[src/rtl/fpu_mult_sequencer.sv]
// fpu_mult_sequencer
//   Multi-cycle binary32 multiplier controller. Accepts an operand pair over a
//   valid/ready handshake, screens special operands, runs a bit-serial 24x24
//   shift-add mantissa multiply, then normalizes, rounds (nearest-even) and
//   returns the packed product with overflow/underflow/invalid status.
//
// Ports
//   clk, rst_n          clock (rising edge), asynchronous active-low reset
//   in_valid, in_ready  operand handshake; in_ready high only in IDLE
//   a, b                binary32 operands
//   out_valid,out_ready result handshake; result/flags held while stalled
//   result              packed binary32 product
//   overflow            result saturated to signed infinity
//   underflow           result flushed to signed zero
//   invalid             NaN operand or inf*0; result is canonical qNaN
//   busy                high in every state except IDLE
module fpu_mult_sequencer #(
  parameter int EXP_BIAS   = 127,
  parameter int MUL_CYCLES = 24
) (
  input  logic        clk,
  input  logic        rst_n,
  input  logic        in_valid,
  output logic        in_ready,
  input  logic [31:0] a,
  input  logic [31:0] b,
  output logic        out_valid,
  input  logic        out_ready,
  output logic [31:0] result,
  output logic        overflow,
  output logic        underflow,
  output logic        invalid,
  output logic        busy
);

  localparam int CW = $clog2(MUL_CYCLES);

  typedef enum logic [2:0] {IDLE, CHECK, MUL, NORM, ROUND, DONE} state_t;

  state_t              state, state_nxt;
  logic [31:0]         op_a, op_a_nxt;
  logic [31:0]         op_b, op_b_nxt;
  logic                sign, sign_nxt;
  logic [23:0]         mcand, mcand_nxt;
  logic [23:0]         mplier, mplier_nxt;
  logic [47:0]         acc, acc_nxt;
  logic [CW-1:0]       cnt, cnt_nxt;
  logic signed [9:0]   exp_sum, exp_sum_nxt;
  logic [23:0]         mant, mant_nxt;
  logic                guard, guard_nxt;
  logic                sticky, sticky_nxt;
  logic [31:0]         result_nxt;
  logic                overflow_nxt, underflow_nxt, invalid_nxt;

  // Operand unpack; exponent 0 is treated as zero (denormals flushed).
  logic [7:0]  ea, eb;
  logic [22:0] fa, fb;
  logic        a_nan, b_nan, a_inf, b_inf, a_zero, b_zero;

  assign ea     = op_a[30:23];
  assign eb     = op_b[30:23];
  assign fa     = op_a[22:0];
  assign fb     = op_b[22:0];
  assign a_nan  = (ea == 8'hFF) && (fa != 23'd0);
  assign b_nan  = (eb == 8'hFF) && (fb != 23'd0);
  assign a_inf  = (ea == 8'hFF) && (fa == 23'd0);
  assign b_inf  = (eb == 8'hFF) && (fb == 23'd0);
  assign a_zero = (ea == 8'h00);
  assign b_zero = (eb == 8'h00);

  // One shift-add step: conditional add into the upper half, carry kept as
  // the new MSB, whole accumulator shifted right by one.
  logic [24:0] step_sum;
  assign step_sum = {1'b0, acc[47:24]} + (mplier[0] ? {1'b0, mcand} : 25'd0);

  // Rounding: a carry out of the 24-bit mantissa means it was all ones, so
  // the rounded value is exactly 1.0 at the next exponent.
  logic              round_up;
  logic [24:0]       mant_rnd;
  logic signed [9:0] exp_rnd;
  logic [23:0]       mant_fin;

  assign round_up = guard & (sticky | mant[0]);
  assign mant_rnd = {1'b0, mant} + {24'd0, round_up};
  assign exp_rnd  = mant_rnd[24] ? exp_sum + 10'sd1 : exp_sum;
  assign mant_fin = mant_rnd[24] ? 24'h800000 : mant_rnd[23:0];

  assign in_ready  = (state == IDLE);
  assign busy      = (state != IDLE);
  assign out_valid = (state == DONE);

  always_comb begin
    state_nxt     = state;
    op_a_nxt      = op_a;
    op_b_nxt      = op_b;
    sign_nxt      = sign;
    mcand_nxt     = mcand;
    mplier_nxt    = mplier;
    acc_nxt       = acc;
    cnt_nxt       = cnt;
    exp_sum_nxt   = exp_sum;
    mant_nxt      = mant;
    guard_nxt     = guard;
    sticky_nxt    = sticky;
    result_nxt    = result;
    overflow_nxt  = overflow;
    underflow_nxt = underflow;
    invalid_nxt   = invalid;
    case (state)
      IDLE: begin
        if (in_valid) begin
          op_a_nxt  = a;
          op_b_nxt  = b;
          state_nxt = CHECK;
        end
      end
      CHECK: begin
        sign_nxt      = op_a[31] ^ op_b[31];
        overflow_nxt  = 1'b0;
        underflow_nxt = 1'b0;
        invalid_nxt   = 1'b0;
        if (a_nan || b_nan || (a_inf && b_zero) || (b_inf && a_zero)) begin
          result_nxt  = 32'h7FC00000;
          invalid_nxt = 1'b1;
          state_nxt   = DONE;
        end else if (a_inf || b_inf) begin
          result_nxt = {op_a[31] ^ op_b[31], 31'h7F800000};
          state_nxt  = DONE;
        end else if (a_zero || b_zero) begin
          result_nxt = {op_a[31] ^ op_b[31], 31'd0};
          state_nxt  = DONE;
        end else begin
          mcand_nxt   = {1'b1, fa};
          mplier_nxt  = {1'b1, fb};
          // Modulo-1024 sum reads correctly as 10-bit signed: range is
          // -125..381, so no wrap.
          exp_sum_nxt = $signed(10'(ea) + 10'(eb) - 10'(EXP_BIAS));
          acc_nxt     = 48'd0;
          cnt_nxt     = '0;
          state_nxt   = MUL;
        end
      end
      MUL: begin
        acc_nxt    = {step_sum, acc[23:1]};
        mplier_nxt = {1'b0, mplier[23:1]};
        cnt_nxt    = cnt + CW'(1);
        if (cnt == CW'(MUL_CYCLES - 1)) state_nxt = NORM;
      end
      NORM: begin
        if (acc[47]) begin
          mant_nxt    = acc[47:24];
          guard_nxt   = acc[23];
          sticky_nxt  = |acc[22:0];
          exp_sum_nxt = exp_sum + 10'sd1;
        end else begin
          mant_nxt   = acc[46:23];
          guard_nxt  = acc[22];
          sticky_nxt = |acc[21:0];
        end
        state_nxt = ROUND;
      end
      ROUND: begin
        overflow_nxt  = 1'b0;
        underflow_nxt = 1'b0;
        invalid_nxt   = 1'b0;
        if (exp_rnd >= 10'sd255) begin
          result_nxt   = {sign, 31'h7F800000};
          overflow_nxt = 1'b1;
        end else if (exp_rnd <= 10'sd0) begin
          result_nxt    = {sign, 31'd0};
          underflow_nxt = 1'b1;
        end else begin
          result_nxt = {sign, exp_rnd[7:0], mant_fin[22:0]};
        end
        state_nxt = DONE;
      end
      DONE: begin
        if (out_ready) begin
          overflow_nxt  = 1'b0;
          underflow_nxt = 1'b0;
          invalid_nxt   = 1'b0;
          state_nxt     = IDLE;
        end
      end
      default: state_nxt = IDLE;
    endcase
  end

  always_ff @(posedge clk or negedge rst_n) begin
    if (!rst_n) begin
      state     <= IDLE;
      op_a      <= '0;
      op_b      <= '0;
      sign      <= 1'b0;
      mcand     <= '0;
      mplier    <= '0;
      acc       <= '0;
      cnt       <= '0;
      exp_sum   <= '0;
      mant      <= '0;
      guard     <= 1'b0;
      sticky    <= 1'b0;
      result    <= '0;
      overflow  <= 1'b0;
      underflow <= 1'b0;
      invalid   <= 1'b0;
    end else begin
      state     <= state_nxt;
      op_a      <= op_a_nxt;
      op_b      <= op_b_nxt;
      sign      <= sign_nxt;
      mcand     <= mcand_nxt;
      mplier    <= mplier_nxt;
      acc       <= acc_nxt;
      cnt       <= cnt_nxt;
      exp_sum   <= exp_sum_nxt;
      mant      <= mant_nxt;
      guard     <= guard_nxt;
      sticky    <= sticky_nxt;
      result    <= result_nxt;
      overflow  <= overflow_nxt;
      underflow <= underflow_nxt;
      invalid   <= invalid_nxt;
    end
  end

endmodule

[config.mk]
export PLATFORM = sky130hd
export DESIGN_NAME = fpu_mult_sequencer
export DESIGN_NICKNAME = d
export VERILOG_FILES = /design/src/rtl/fpu_mult_sequencer.sv
export SDC_FILE = /design/constraint.sdc
export NUM_CORES = 1
export LEC_CHECK = 0
export ABC_CLOCK_PERIOD_IN_PS = 3720
export CAP_MARGIN = 15
export CORE_MARGIN = 1
export CORE_UTILIZATION = 25
export DETAILED_ROUTE_END_ITERATION = 8
export GPL_ROUTABILITY_DRIVEN = 0
export GPL_TIMING_DRIVEN = 0
export PLACE_DENSITY = 0.46
export REMOVE_ABC_BUFFERS = 1
export SLEW_MARGIN = 20
export SYNTH_ARGS = -nofsm -noshare
export SYNTH_HDL_FRONTEND = slang
export SYNTH_SLANG_ARGS = --single-unit
[constraint.sdc]
create_clock -name clk -period 3.72 [get_ports clk]
set_input_delay 0.372 -clock clk [delete_from_list [all_inputs] [get_ports clk]]
set_output_delay 0.372 -clock clk [all_outputs]
set_load 0.02 [all_outputs]
==> summary.txt <==
overall power of the completed layout: 12.7 mW
number of CTS-inserted buffers: 29
via count of the first global-routing pass: 9235
final setup violation count: 0
kind of capture point of the worst setup path: register
r2r setup slk: 390 ps
number of synthesized flops with an enable pin: 0
layout cells sized above 1: 0.128
via density per instance: 4.55
largest net degree at the start of global routing: 91
xor/xnor cell area share of the yosys netlist: 0.0392
count of unique library cells instantiated by Yosys: 80
share of synthesized area occupied by flip-flops and latches: 0.480
number of endpoints with negative hold slack in the final report: 0
Post-Syn Area: 0.0125 mm^2
Final Max Tran Viols: 0
RSZ-0062 raised after global routing: no
reg2reg path depth: 10
final global-route overflow total: 0
Critical Path Most Common Cell: o21ai_0
share of the core filled with cells in the final layout: 0.311
PortBufs: 105
worst reg2reg path endpoint: acc[42]
Post-route DRC: 0
via count: 9132
cells along the critical path: and2_1, ha_1, a211oi_1, o21ai_0, nand2_1, o21ai_0, a2111oi_0, o31ai_1, xnor2_1, o21ai_0
setup ws final: 389 ps
placeable core region: 0.0492 mm^2
synth-to-layout area growth: 22.0%
Detail Route Antenna Nets: 0
final critical-path required period: 3330 ps
Required @ worst endpoint: 4140 ps
vertical die dimension: 226 um
Critical Path AT: 3750 ps
max-slew headroom at the worst pin: 0.435
HPWL after DPL: 22200 um
ratio of final minimum period to clock period: 0.895
post-synthesis compound-gate area fraction: 0.120
peak supply drop: 0.369 mV
routed wire length: 30600 um
critical path class: reg2reg
DRT iter0 DRCs: 290
footprint of the multi-input gates: 0.00606 mm^2
result of the run: complete, no violations
number of levels in the clock H-tree: 1
clock tree from TritonCTS: done
1st-pass router iterations: 5
maximum fanout encountered on the critical timing path: 25
top-level port count: 106
Inserted Diodes: 0
multiplexer share of the synthesized area: 0.117
Lkg Pwr: 6.57 nW
combinational family with the most area after synthesis: simple AND/OR/NAND/NOR gates
starting density of the core: 0.254
Placement Rows: 81
origin of the critical flop-to-flop path: mplier[0]
clock slew seen by the registers of the worst setup and hold paths: 60 ps
Max stage delay cell, worst path: a2111oi_0
worst skew pair latency: 570 ps
Mapped Avg Cell Area: 10.1 um^2
ys flop type: dfrtp_1
post-synthesis cell count: 1239
count of state elements after synthesis: 240
synthesized-area fraction occupied by and/or/nand/nor cells: 0.160
cell chosen for the clock root: clkbuf_16
chip width: 226 um
first-pass GRT wire length: 50200 um
power density of the placed cells: 832 mW/mm^2
antenna violations before repair: 0
Fmax achieved: 300 MHz
Setup Skew: 17.0 ps
Post-Route Hold Slack: 338 ps
pre-CTS setup slack: -82.6 ps
post-layout net count: 1436
die footprint: 0.0509 mm^2
pin slew with the least headroom to its limit: 843 ps
Total Routing Usage GR: 0.122
Async S/R FF share, synth: 1.00
post-synthesis share of cell area spent on full adders, half adders and majority gates: 0.0462
number of warning messages in the yosys log: 0
delay of the slowest cell on the worst path: 670 ps
DR WL/cell: 15.2 um
nature of the critical path startpoint: register
maximum capacitance violations: 0
TritonCTS sink count: 240
class of the tightest hold or removal check: in2async
layout filler cell count: 5061
Sequential Area: 0.00601 mm^2
worst-case clock buffer depth: 3
## layout by cell type, fill, tap and decap left out, types with 4 or more instances in the layout
cell type / n
inv_1: 34
o21ai_0: 100
and3_1: 8
o21ai_1: 22
nor4_1: 23
a21oi_1: 34
o31ai_1: 10
a22o_1: 4
mux2_2: 83
mux2i_1: 53
o31a_1: 4
nor3_1: 15
o22a_1: 8
xnor2_1: 37
buf_6: 8
a2111oi_0: 5
buf_16: 4
xor2_1: 19
a211oi_1: 6
o21a_1: 4
ha_1: 43
nor2_1: 55
and2_1: 27
clkbuf_1: 5
clkbuf_16: 29
clkdlybuf4s50_1: 104
nand2_1: 180
nand3_1: 55
clkbuf_8: 10
nand4_1: 17
clkinv_2: 4
dfrtp_1: 238
a31oi_1: 5
a21o_1: 8
## synthesized netlist by cell type, drive strengths merged (3+ instances only)
library cell | n | share of area
dfrtp | 240 | 0.48
nand2 | 183 | 0.055
o21ai | 122 | 0.049
mux2 | 83 | 0.075
nand3 | 55 | 0.022
nor2 | 55 | 0.017
mux2i | 53 | 0.042
clkbuf | 48 | 0.018
ha | 43 | 0.043
xnor2 | 37 | 0.026
a21oi | 36 | 0.015
inv | 34 | 0.010
and2 | 29 | 0.015
nor4 | 24 | 0.013
buf | 19 | 0.0081
xor2 | 19 | 0.013
nand4 | 18 | 0.0095
nor3 | 17 | 0.0076
o31ai | 10 | 0.0060
a21o | 9 | 0.0055
and3 | 9 | 0.0046
o22a | 8 | 0.0056
a211oi | 6 | 0.0036
a2111oi | 5 | 0.0035
a31oi | 5 | 0.0025
a22o | 4 | 0.0028
a31o | 4 | 0.0028
and4 | 4 | 0.0029
o21a | 4 | 0.0024
o31a | 4 | 0.0028
or3 | 4 | 0.0024
or4 | 4 | 0.0027
nand2b | 3 | 0.0015
nand3b | 3 | 0.0018
o211ai | 3 | 0.0022
o21bai | 3 | 0.0018
o22ai | 3 | 0.0015
## kinds of logic after synthesis
family | Yosys count
buffers and inverters | 102
muxes | 136
and+or+nand+nor | 417
DFF | 240
xor gates and xnor gates | 56
adders and majority gates | 45
AOI/OAI and AO/OA | 243
## worst max-delay path: cells and delay by family, from the launching register on
kind	cells	cell delay [ps]
AO/OA/AOI/OAI	6	1790
XOR/XNOR	1	170
adder cells (fa/ha/maj)	1	300
flip-flops	1	590
AND/OR/NAND/NOR	2	340
## worst max-delay path by stage
stage	from	end	slack, ps
6_report	mplier[0]	acc[42]	390
3_3_place_gp	rst_n	result[27]	-8640
2_1_floorplan	state[2]	acc[45]	-1080
3_5_place_dp	mplier[0]	acc[45]	-80
5_1_grt	mplier[0]	acc[42]	80
4_1_cts	sticky	result[22]	170
## where the power goes
part	internal, mW	switching (mW)
Sequential	3.69	1.08
Clock	1.62	1.12
Combinational	2.50	2.68
## repair_timing
item,in CTS,in global routing
hold buffers,1,0
endpoints found under the setup margin,1,2
hold endpoints to repair,64,0
buffers inserted,0,1
cloned,0,0
resized for setup,1,3
## registers in the layout (all words and copies together), names as in the netlist
signal / cells
exp_sum: 10
sticky: 1
sign: 1
state: 3
op_a: 32
mplier: 24
guard: 1
cnt: 5
overflow: 1
op_b: 32
underflow: 1
invalid: 1
mant: 24
mcand: 24
result: 32
acc: 48
## metal layers
metal	wire (um)	track usage	vias up
met5	0	0	-
met4	518	0.0318	0
met3	1110	0.0183	32
met2	14400	0.202	120
met1	14600	0.165	4398
li1	-	-	4582
## final cells by class
cell class,count,share of cell area
clock inverter,7,0.00287
inverter,34,0.00836
multi-input combinational,897,0.397
sequential,240,0.394
clock buffer,44,0.0578
tap,664,0.0544
timing repair buffer,121,0.0857
## through the flow
step	cell area (um^2)	std cells	setup TNS, ps
floorplan	12200	1171	-68380
global placement	14100	1940	-2369560
detailed placement	14300	1954	-82.6
CTS	15200	2006	0
global route	15300	2007	0
finish	15300	2007	0
No activity file was read; power rests on OpenSTA's default activity.
